## src/rtl/lsu_pkg.sv

```systemverilog
// lsu_pkg: shared state encoding, funct3 codes and legality helpers for the load/store unit.
package lsu_pkg;

    typedef enum logic [2:0] {
        IDLE,
        LD_ISSUE,
        LD_WAIT,
        RMW_ISSUE,
        RMW_WAIT,
        ST_WRITE,
        RESP
    } state_t;

    localparam logic [2:0] F3_B  = 3'b000;
    localparam logic [2:0] F3_H  = 3'b001;
    localparam logic [2:0] F3_W  = 3'b010;
    localparam logic [2:0] F3_BU = 3'b100;
    localparam logic [2:0] F3_HU = 3'b101;

    localparam int WAIT_MAX_DEF = 15;

    function automatic logic f3_legal(input logic is_store, input logic [2:0] f3);
        return (f3 == F3_B || f3 == F3_H || f3 == F3_W) || (!is_store && (f3 == F3_BU || f3 == F3_HU));
    endfunction

    // Only meaningful for legal codes: f3[1:0] is the access size for both signed and unsigned loads.
    function automatic logic misaligned(input logic [2:0] f3, input logic [1:0] lane);
        return (f3[1:0] == 2'b01 && lane[0]) || (f3[1:0] == 2'b10 && lane != 2'b00);
    endfunction

endpackage

```

## src/rtl/lsu_ctrl_if.sv

```systemverilog
// lsu_ctrl_if: request, data-memory and response signals of the load/store unit.
interface lsu_ctrl_if #(
    parameter int ADDR_W = 8
);
    logic              req_valid;
    logic              req_ready;
    logic              req_is_store;
    logic [2:0]        req_funct3;
    logic [31:0]       req_base;
    logic [31:0]       req_offset;
    logic [31:0]       req_wdata;
    logic [4:0]        req_rd;
    logic              mem_load;
    logic              mem_store;
    logic [ADDR_W-1:0] mem_addr;
    logic [31:0]       mem_wdata;
    logic [31:0]       mem_rdata;
    logic              mem_rvalid;
    logic              resp_valid;
    logic              resp_ready;
    logic [31:0]       resp_rdata;
    logic [4:0]        resp_rd;
    logic              resp_is_load;
    logic              resp_err;

    modport slave (
        input  req_valid, req_is_store, req_funct3, req_base, req_offset, req_wdata, req_rd,
        output req_ready,
        output mem_load, mem_store, mem_addr, mem_wdata,
        input  mem_rdata, mem_rvalid,
        output resp_valid, resp_rdata, resp_rd, resp_is_load, resp_err,
        input  resp_ready
    );

    modport master (
        output req_valid, req_is_store, req_funct3, req_base, req_offset, req_wdata, req_rd,
        input  req_ready,
        input  mem_load, mem_store, mem_addr, mem_wdata,
        output mem_rdata, mem_rvalid,
        input  resp_valid, resp_rdata, resp_rd, resp_is_load, resp_err,
        output resp_ready
    );
endinterface

```

## src/rtl/lsu_align.sv

```systemverilog
// lsu_align: little-endian byte/half extraction with sign/zero extension, and sub-word store lane merge.
module lsu_align
    import lsu_pkg::*;
(
    input  logic [2:0]  funct3,
    input  logic [1:0]  lane,
    input  logic [31:0] rdata,
    input  logic [31:0] wdata,
    output logic [31:0] ld_data,
    output logic [31:0] st_data
);

    function automatic logic [31:0] ld_ext(input logic [2:0] f3, input logic [1:0] a, input logic [31:0] w);
        logic [7:0]  b;
        logic [15:0] h;
        b = w[{a, 3'b000} +: 8];
        h = a[1] ? w[31:16] : w[15:0];
        return f3 == F3_B  ? {{24{b[7]}}, b} :
               f3 == F3_BU ? {24'b0, b} :
               f3 == F3_H  ? {{16{h[15]}}, h} :
               f3 == F3_HU ? {16'b0, h} : w;
    endfunction

    // Bytes outside the written lane(s) keep the value just read from memory.
    function automatic logic [31:0] st_merge(input logic [2:0] f3, input logic [1:0] a,
                                             input logic [31:0] old, input logic [31:0] nw);
        logic [31:0] r;
        r = old;
        if (f3 == F3_B)
            r[{a, 3'b000} +: 8] = nw[7:0];
        else if (f3 == F3_H)
            r[{a[1], 4'b0000} +: 16] = nw[15:0];
        else
            r = nw;
        return r;
    endfunction

    assign ld_data = ld_ext(funct3, lane, rdata);
    assign st_data = st_merge(funct3, lane, rdata, wdata);

endmodule

```

## src/rtl/lsu_ctrl.sv

```systemverilog
// lsu_ctrl: one-at-a-time load/store initiator to a word-addressed, registered-read data memory.
module lsu_ctrl
    import lsu_pkg::*;
#(
    parameter int ADDR_W   = 8,
    parameter int WAIT_MAX = WAIT_MAX_DEF
) (
    input logic       clk,
    input logic       reset,
    lsu_ctrl_if.slave bus
);

    localparam int CW = $clog2(WAIT_MAX + 1);

    state_t            state_q, state_d;
    logic              req_ready_q, req_ready_d;
    logic              mem_load_q, mem_load_d;
    logic              mem_store_q, mem_store_d;
    logic [ADDR_W-1:0] mem_addr_q, mem_addr_d;
    logic [31:0]       mem_wdata_q, mem_wdata_d;
    logic              resp_valid_q, resp_valid_d;
    logic [31:0]       resp_rdata_q, resp_rdata_d;
    logic [4:0]        resp_rd_q, resp_rd_d;
    logic              resp_is_load_q, resp_is_load_d;
    logic              resp_err_q, resp_err_d;
    logic [2:0]        funct3_q, funct3_d;
    logic [1:0]        lane_q, lane_d;
    logic [31:0]       wdata_q, wdata_d;
    logic [CW-1:0]     cnt_q, cnt_d;
    logic [31:0]       eff_addr, ld_data, st_data;
    logic              bad, unused_hi;

    lsu_align u_align (
        .funct3 (funct3_q),
        .lane   (lane_q),
        .rdata  (bus.mem_rdata),
        .wdata  (wdata_q),
        .ld_data(ld_data),
        .st_data(st_data)
    );

    assign eff_addr  = bus.req_base + bus.req_offset;
    assign unused_hi = ^eff_addr[31:ADDR_W+2];
    assign bad       = !f3_legal(bus.req_is_store, bus.req_funct3) || misaligned(bus.req_funct3, eff_addr[1:0]);

    always_comb begin
        state_d        = state_q;
        mem_load_d     = 1'b0;
        mem_store_d    = 1'b0;
        mem_addr_d     = mem_addr_q;
        mem_wdata_d    = mem_wdata_q;
        resp_valid_d   = resp_valid_q;
        resp_rdata_d   = resp_rdata_q;
        resp_rd_d      = resp_rd_q;
        resp_is_load_d = resp_is_load_q;
        resp_err_d     = resp_err_q;
        funct3_d       = funct3_q;
        lane_d         = lane_q;
        wdata_d        = wdata_q;
        cnt_d          = cnt_q;
        case (state_q)
            IDLE: if (bus.req_valid && req_ready_q) begin
                funct3_d       = bus.req_funct3;
                lane_d         = eff_addr[1:0];
                wdata_d        = bus.req_wdata;
                mem_addr_d     = eff_addr[ADDR_W+1:2];
                resp_rd_d      = bus.req_rd;
                resp_is_load_d = !bus.req_is_store;
                resp_err_d     = bad;
                resp_rdata_d   = '0;
                cnt_d          = '0;
                if (bad)
                    state_d = RESP;
                else if (!bus.req_is_store) begin
                    state_d    = LD_ISSUE;
                    mem_load_d = 1'b1;
                end else if (bus.req_funct3 == F3_W) begin
                    state_d     = ST_WRITE;
                    mem_store_d = 1'b1;
                    mem_wdata_d = bus.req_wdata;
                end else begin
                    state_d    = RMW_ISSUE;
                    mem_load_d = 1'b1;
                end
            end
            LD_ISSUE:  state_d = LD_WAIT;
            RMW_ISSUE: state_d = RMW_WAIT;
            LD_WAIT, RMW_WAIT: begin
                cnt_d = cnt_q + 1'b1;
                if (bus.mem_rvalid && state_q == LD_WAIT) begin
                    state_d      = RESP;
                    resp_valid_d = 1'b1;
                    resp_rdata_d = ld_data;
                end else if (bus.mem_rvalid) begin
                    state_d     = ST_WRITE;
                    mem_store_d = 1'b1;
                    mem_wdata_d = st_data;
                end else if (cnt_d == CW'(WAIT_MAX)) begin
                    state_d      = RESP;
                    resp_valid_d = 1'b1;
                    resp_err_d   = 1'b1;
                end
            end
            ST_WRITE: begin
                state_d      = RESP;
                resp_valid_d = 1'b1;
            end
            // Error requests enter here with resp_valid low and raise it one cycle later.
            RESP: begin
                resp_valid_d = !(resp_valid_q && bus.resp_ready);
                state_d      = (resp_valid_q && bus.resp_ready) ? IDLE : RESP;
            end
            default: state_d = IDLE;
        endcase
        req_ready_d = state_d == IDLE;
    end

    always_ff @(posedge clk or posedge reset) begin
        if (reset) begin
            state_q        <= IDLE;
            req_ready_q    <= 1'b0;
            mem_load_q     <= 1'b0;
            mem_store_q    <= 1'b0;
            mem_addr_q     <= '0;
            mem_wdata_q    <= '0;
            resp_valid_q   <= 1'b0;
            resp_rdata_q   <= '0;
            resp_rd_q      <= '0;
            resp_is_load_q <= 1'b0;
            resp_err_q     <= 1'b0;
            funct3_q       <= '0;
            lane_q         <= '0;
            wdata_q        <= '0;
            cnt_q          <= '0;
        end else begin
            state_q        <= state_d;
            req_ready_q    <= req_ready_d;
            mem_load_q     <= mem_load_d;
            mem_store_q    <= mem_store_d;
            mem_addr_q     <= mem_addr_d;
            mem_wdata_q    <= mem_wdata_d;
            resp_valid_q   <= resp_valid_d;
            resp_rdata_q   <= resp_rdata_d;
            resp_rd_q      <= resp_rd_d;
            resp_is_load_q <= resp_is_load_d;
            resp_err_q     <= resp_err_d;
            funct3_q       <= funct3_d;
            lane_q         <= lane_d;
            wdata_q        <= wdata_d;
            cnt_q          <= cnt_d;
        end
    end

    assign bus.req_ready    = req_ready_q;
    assign bus.mem_load     = mem_load_q;
    assign bus.mem_store    = mem_store_q;
    assign bus.mem_addr     = mem_addr_q;
    assign bus.mem_wdata    = mem_wdata_q;
    assign bus.resp_valid   = resp_valid_q;
    assign bus.resp_rdata   = resp_rdata_q;
    assign bus.resp_rd      = resp_rd_q;
    assign bus.resp_is_load = resp_is_load_q;
    assign bus.resp_err     = resp_err_q;

endmodule

```

## src/flat_wrapper.sv

```systemverilog
// flat-port wrapper written by rule: the top's interface ports become plain ports
module lsu_ctrl_flat import lsu_pkg::*;
#(
    parameter int ADDR_W   = 8,
    parameter int WAIT_MAX = WAIT_MAX_DEF
)
  (clk, reset, bus_req_valid, bus_req_is_store, bus_req_funct3, bus_req_base, bus_req_offset, bus_req_wdata, bus_req_rd, bus_req_ready, bus_mem_load, bus_mem_store, bus_mem_addr, bus_mem_wdata, bus_mem_rdata, bus_mem_rvalid, bus_resp_valid, bus_resp_rdata, bus_resp_rd, bus_resp_is_load, bus_resp_err, bus_resp_ready);
  lsu_ctrl_if #(.ADDR_W(ADDR_W)) bus_i ();
  input logic clk;
  input logic reset;
  input wire logic [$bits(bus_i.req_valid)-1:0] bus_req_valid;
  input wire logic [$bits(bus_i.req_is_store)-1:0] bus_req_is_store;
  input wire logic [$bits(bus_i.req_funct3)-1:0] bus_req_funct3;
  input wire logic [$bits(bus_i.req_base)-1:0] bus_req_base;
  input wire logic [$bits(bus_i.req_offset)-1:0] bus_req_offset;
  input wire logic [$bits(bus_i.req_wdata)-1:0] bus_req_wdata;
  input wire logic [$bits(bus_i.req_rd)-1:0] bus_req_rd;
  output wire logic [$bits(bus_i.req_ready)-1:0] bus_req_ready;
  output wire logic [$bits(bus_i.mem_load)-1:0] bus_mem_load;
  output wire logic [$bits(bus_i.mem_store)-1:0] bus_mem_store;
  output wire logic [$bits(bus_i.mem_addr)-1:0] bus_mem_addr;
  output wire logic [$bits(bus_i.mem_wdata)-1:0] bus_mem_wdata;
  input wire logic [$bits(bus_i.mem_rdata)-1:0] bus_mem_rdata;
  input wire logic [$bits(bus_i.mem_rvalid)-1:0] bus_mem_rvalid;
  output wire logic [$bits(bus_i.resp_valid)-1:0] bus_resp_valid;
  output wire logic [$bits(bus_i.resp_rdata)-1:0] bus_resp_rdata;
  output wire logic [$bits(bus_i.resp_rd)-1:0] bus_resp_rd;
  output wire logic [$bits(bus_i.resp_is_load)-1:0] bus_resp_is_load;
  output wire logic [$bits(bus_i.resp_err)-1:0] bus_resp_err;
  input wire logic [$bits(bus_i.resp_ready)-1:0] bus_resp_ready;
  assign bus_i.req_valid = bus_req_valid;
  assign bus_i.req_is_store = bus_req_is_store;
  assign bus_i.req_funct3 = bus_req_funct3;
  assign bus_i.req_base = bus_req_base;
  assign bus_i.req_offset = bus_req_offset;
  assign bus_i.req_wdata = bus_req_wdata;
  assign bus_i.req_rd = bus_req_rd;
  assign bus_req_ready = bus_i.req_ready;
  assign bus_mem_load = bus_i.mem_load;
  assign bus_mem_store = bus_i.mem_store;
  assign bus_mem_addr = bus_i.mem_addr;
  assign bus_mem_wdata = bus_i.mem_wdata;
  assign bus_i.mem_rdata = bus_mem_rdata;
  assign bus_i.mem_rvalid = bus_mem_rvalid;
  assign bus_resp_valid = bus_i.resp_valid;
  assign bus_resp_rdata = bus_i.resp_rdata;
  assign bus_resp_rd = bus_i.resp_rd;
  assign bus_resp_is_load = bus_i.resp_is_load;
  assign bus_resp_err = bus_i.resp_err;
  assign bus_i.resp_ready = bus_resp_ready;
  lsu_ctrl #(.ADDR_W(ADDR_W), .WAIT_MAX(WAIT_MAX)) u_core (.clk(clk), .reset(reset), .bus(bus_i));
endmodule
```

## config.mk

```make
export PLATFORM = sky130hd
export DESIGN_NAME = lsu_ctrl_flat
export DESIGN_NICKNAME = d
export VERILOG_FILES = /design/src/rtl/lsu_pkg.sv /design/src/rtl/lsu_ctrl_if.sv /design/src/rtl/lsu_align.sv /design/src/rtl/lsu_ctrl.sv /design/src/flat_wrapper.sv
export SDC_FILE = /design/constraint.sdc
export NUM_CORES = 1
export LEC_CHECK = 0
export CORE_MARGIN = 5
export CORE_UTILIZATION = 35
export CTS_BUF_LIST = sky130_fd_sc_hd__clkbuf_8
export DETAILED_ROUTE_END_ITERATION = 10
export GPL_ROUTABILITY_DRIVEN = 1
export GPL_TIMING_DRIVEN = 0
export PLACE_DENSITY_LB_ADDON = 0.05
export SKIP_LAST_GASP = 1
export SLEW_MARGIN = 0
export SYNTH_ARGS = -nofsm -noshare
export SYNTH_HDL_FRONTEND = slang
export SYNTH_HIERARCHICAL = 1
export SYNTH_SLANG_ARGS = --single-unit
```

## constraint.sdc

```tcl
create_clock -name clk -period 4.04 [get_ports clk]
set_input_delay 0.606 -clock clk [delete_from_list [all_inputs] [get_ports clk]]
set_output_delay 0.606 -clock clk [all_outputs]
set_load 0.01 [all_outputs]
```

==> out/results.txt <==
Cell with the most instances after synthesis: nand2_1. The combinational group share of total power was 57.0%; the via count normalized by instance count was 5.31. The initialized floorplan defines 54 standard-cell rows. Measured against its own limit, the worst slew margin works out to 32.3%. Critical path required time: 4.35 ns. The maximum clock insertion buffer count came out at 2. The die is 157 um tall. Ranked by total cell area, the synthesized netlist is headed by dfrtp_1 (42%), nand2_1 (16%), a31oi_1 (3.9%).

The synthesized design devotes to its leading area cell type 41.8% of total area. The internal power component is 0.00466 W, and the ratio of cells with drive above 1 in the final layout is 7.42%. The clock root buffer was clkbuf_8. For this run, the leading register cell type out of synthesis is dfrtp_1. The async set-reset flop share out of synthesis was 100%; the core box area was 21600 um^2. For this run, global-route usage on met2 was measured as 34.0%. During synthesis, Yosys emitted a total of 6 warnings.

For this run, global-route usage on met1 was measured as 31.6%. STA classifies the critical path endpoint as a register. The worst path arrival time was 3.70 ns. In this run the static leakage power is 4.44 nW.

The first detailed-routing pass ran for 6 iterations. The logs give 0 for the remaining antenna violation count after routing and 0.277 mV for the worst vdd rail ir drop. Max-slew violation count: 0. The average detailed-routed wire length per instance works out to 19.1 um.

Global routing consumed, on the met3 layer, 5.00% of the routing resources. The busiest layer in global routing is met2. Portion of total power attributed to the clock network: 15.3%. CTS built an H-tree with a depth of 4.

The overall power after layout was 0.00842 W; the initial standard-cell utilization of the core was 35.2%. The biggest area consumer among synthesized cells was dfrtp_1. Setup slack closes at 0.655 ns. Gates resized during post-CTS repair numbered 0. The area growth from synthesis to layout is 34.9%.

The number of antenna violations at the first check in global routing was 0. TritonCTS created 17 clock buffers. The number of different library cells used by synthesis comes to 67. For the diode insertion count for antenna repair, the log shows 0. The detailed router finished its first iteration with 550 violations. The via count of the first global-routing pass is 7385. The worst setup path is launched from a primary input. Once the clock tree was built, the setup fixing pass inserted 0 buffers.

Counting every instance in the synthesized netlist gives 933. When the netlist entered floorplanning its net count stood at 1092. Max-cap violations in this run came to 0.

The die is 157 um wide. Sequential cells burn 27.7% of the power. Setup violations remaining at the end of the flow were counted as 0.

The total track usage came out at 22.2%. Counting I/O delays and the setup requirement, the final critical path takes 3.39 ns. The period utilization works out to 83.8%.

In this run switching power makes up 44.6% of total power. Dividing total power by cell area gives a power density of 821 nW/um^2. The routed design has 27300 um of wire. The mapped netlist covers 7600 um^2. The maximum clock frequency is 295 MHz, and the hold-fix buffer count after cts is 0.

The tools report the total clock sinks as 127. The total overflow left after global routing is 0. Number of filler cells placed in the layout: 2200. The logs give 0.45 ns for the clock insertion delay at the later pin of the skew report and 0.00375 W for the net switching power. The via count came out at 7576.

Routability-driven placement congestion ratio: 0.873. The flow ran to the end, and the final reports show no timing, DRC or antenna violations. Entering global routing, the biggest net connects 71 pins. TritonCTS built the clock tree. The post-synthesis area per instance is 8.15 um^2, and the number of hold-slack violations in the final timing report is 0.

The number of enable flip-flop cells after synthesis works out to 0. The tools report the detailed-placement wirelength estimate as 20900 um. For the final database, setup skew stands at 0.0106 ns.

The commonest cells after synthesis are nand2_1 (333), dfrtp_1 (127), o21ai_0 (59), nor2_1 (51), a31oi_1 (48). The tightest min-delay check is of the reg -> reg type. The first global-routing pass estimated 42400 um of wire. For this design the top-level I/O count stands at 225.

Clock-pin slew was measured on the worst setup and hold paths at 0.07 ns. After synthesis the netlist holds a flip-flop and latch count of 127. Setup repair after global routing left no endpoint under its margin. After synthesis, flip-flops and latches occupy 41.8% of the total area.

After detailed routing, the number of remaining DRC violations is 0. The tools report the setup slack after placement as 0.172 ns. The die covers 24800 um^2. The count of input and output buffers is 180, and the slew at the pin closest to its max-slew limit is 1.01 ns.

After the last flow step, the layout net total stands at 1293. The category of the most critical setup path is in -> reg. Of all nets on the critical path, the largest fanout is 10.
==> path summary, 6_finish.rpt <==
check	from	end	slack, ns	depth (start not counted)
min	u_core/funct3_q[2]	u_core/funct3_q[2]	0.48	2
max	bus_req_base[0]	u_core/bus.mem_wdata[31]	0.65	9
max in group asynchronous	reset	u_core/wdata_q[25]	2.69	3
max reg2reg	u_core/lane_q[1]	u_core/bus.mem_wdata[18]	0.85	11
min reg2reg	u_core/funct3_q[2]	u_core/funct3_q[2]	0.48	2
min in group asynchronous	reset	u_core/bus.resp_rdata[24]	0.59	2
==> kinds of logic (layout without fill, tap and decap cells) <==
kind of cell / Yosys count / after routing / share of synthesized area (%)
compound gates: 209 / 209 / 18.8
xor+xnor: 9 / 9 / 1.04
fa+ha+maj: 17 / 17 / 2.90
buf+inv: 83 / 296 / 4.79
flops: 127 / 127 / 41.8
mux: 27 / 27 / 4.92
simple gates: 461 / 461 / 25.7
==> cell type report <==
| class | instances | area (um^2) | area share, % |
|---|---|---|---|
| Inverter | 14 | 57.6 | 0.561 |
| Multi-Input combinational cell | 723 | 4070 | 39.7 |
| Sequential cell | 127 | 3180 | 31.0 |
| Buffer | 69 | 312 | 3.04 |
| Timing Repair Buffer | 182 | 1840 | 17.9 |
| Clock buffer | 19 | 262 | 2.55 |
| Clock inverter | 12 | 193 | 1.88 |
| Tap cell | 280 | 350 | 3.42 |
==> metal layers <==
layer  share of wire [%]  wire length, um
met2                  44            12100
met5                   0                0
met4                 1.7              473
met3                 7.3             1980
met1                  47            12800
==> cells in the final DEF (no fill, tap or decap), types with 4 or more instances in the layout <==
master	synthesis	routed
a32oi_1	8	8
and2_1	4	4
a211oi_1	5	5
xor2_1	7	7
buf_2	15	15
clkdlybuf4s50_1	0	180
a21o_1	4	4
a21oi_1	14	14
dfrtp_1	127	127
a41oi_1	7	7
a221o_1	9	9
mux2i_1	16	16
nand2_1	333	333
ha_1	16	16
nand2_2	10	10
clkbuf_8	0	19
clkinvlp_4	0	4
o2bb2ai_1	7	7
a31oi_1	48	48
bufinv_16	0	5
mux4_2	8	8
clkbuf_1	45	45
buf_4	3	4
o211ai_1	8	8
nor2b_1	15	15
nand3_1	15	15
o221ai_1	8	8
a22o_1	10	10
nor2_1	51	51
inv_1	13	14
o21ai_0	59	59
==> state kept, by name (all words and copies together), names as in the netlist, 2 cells and up <==
name,count
u_core/bus.resp_rd,5
u_core/funct3_q,3
u_core/wdata_q,32
u_core/state_q,3
u_core/bus.mem_addr,8
u_core/cnt_q,4
u_core/lane_q,2
u_core/bus.mem_wdata,32
u_core/bus.resp_rdata,32
==> power groups by stage <==
stage               Combinational, W  Sequential, W  Clock [W]
finish                       0.00480        0.00233    0.00129
global route                 0.00529        0.00240    0.00138
CTS                          0.00481        0.00233    0.00132
detailed placement           0.00479        0.00235          0
global placement             0.00475        0.00234          0
floorplan                    0.00279        0.00239          0
==> metrics by stage <==
step | TNS (ns) | util, % | cells | instance area, um^2 | hold slack (ns)
floorplan | 0 | - | 933 | 7600 | 0.440
finish | 0 | 47.4 | 1426 | 10300 | 0.475
global route | 0 | 47.4 | 1426 | 10300 | 0.507
global placement | -265.35 | 45.1 | 1393 | 9760 | 0.457
CTS | 0 | 47.4 | 1426 | 10300 | 0.475
detailed placement | 0 | 45.3 | 1395 | 9800 | 0.458
==> worst max-delay path, stage by stage <==
cell	delay, ns
clkdlybuf4s50_1	0.40
ha_1	0.23
fa_1	0.52
or4_1	0.57
o311a_1	0.36
nor3_2	0.35
buf_4	0.26
buf_2	0.25
a31oi_1	0.13
Power figures use the tool's default switching activity.
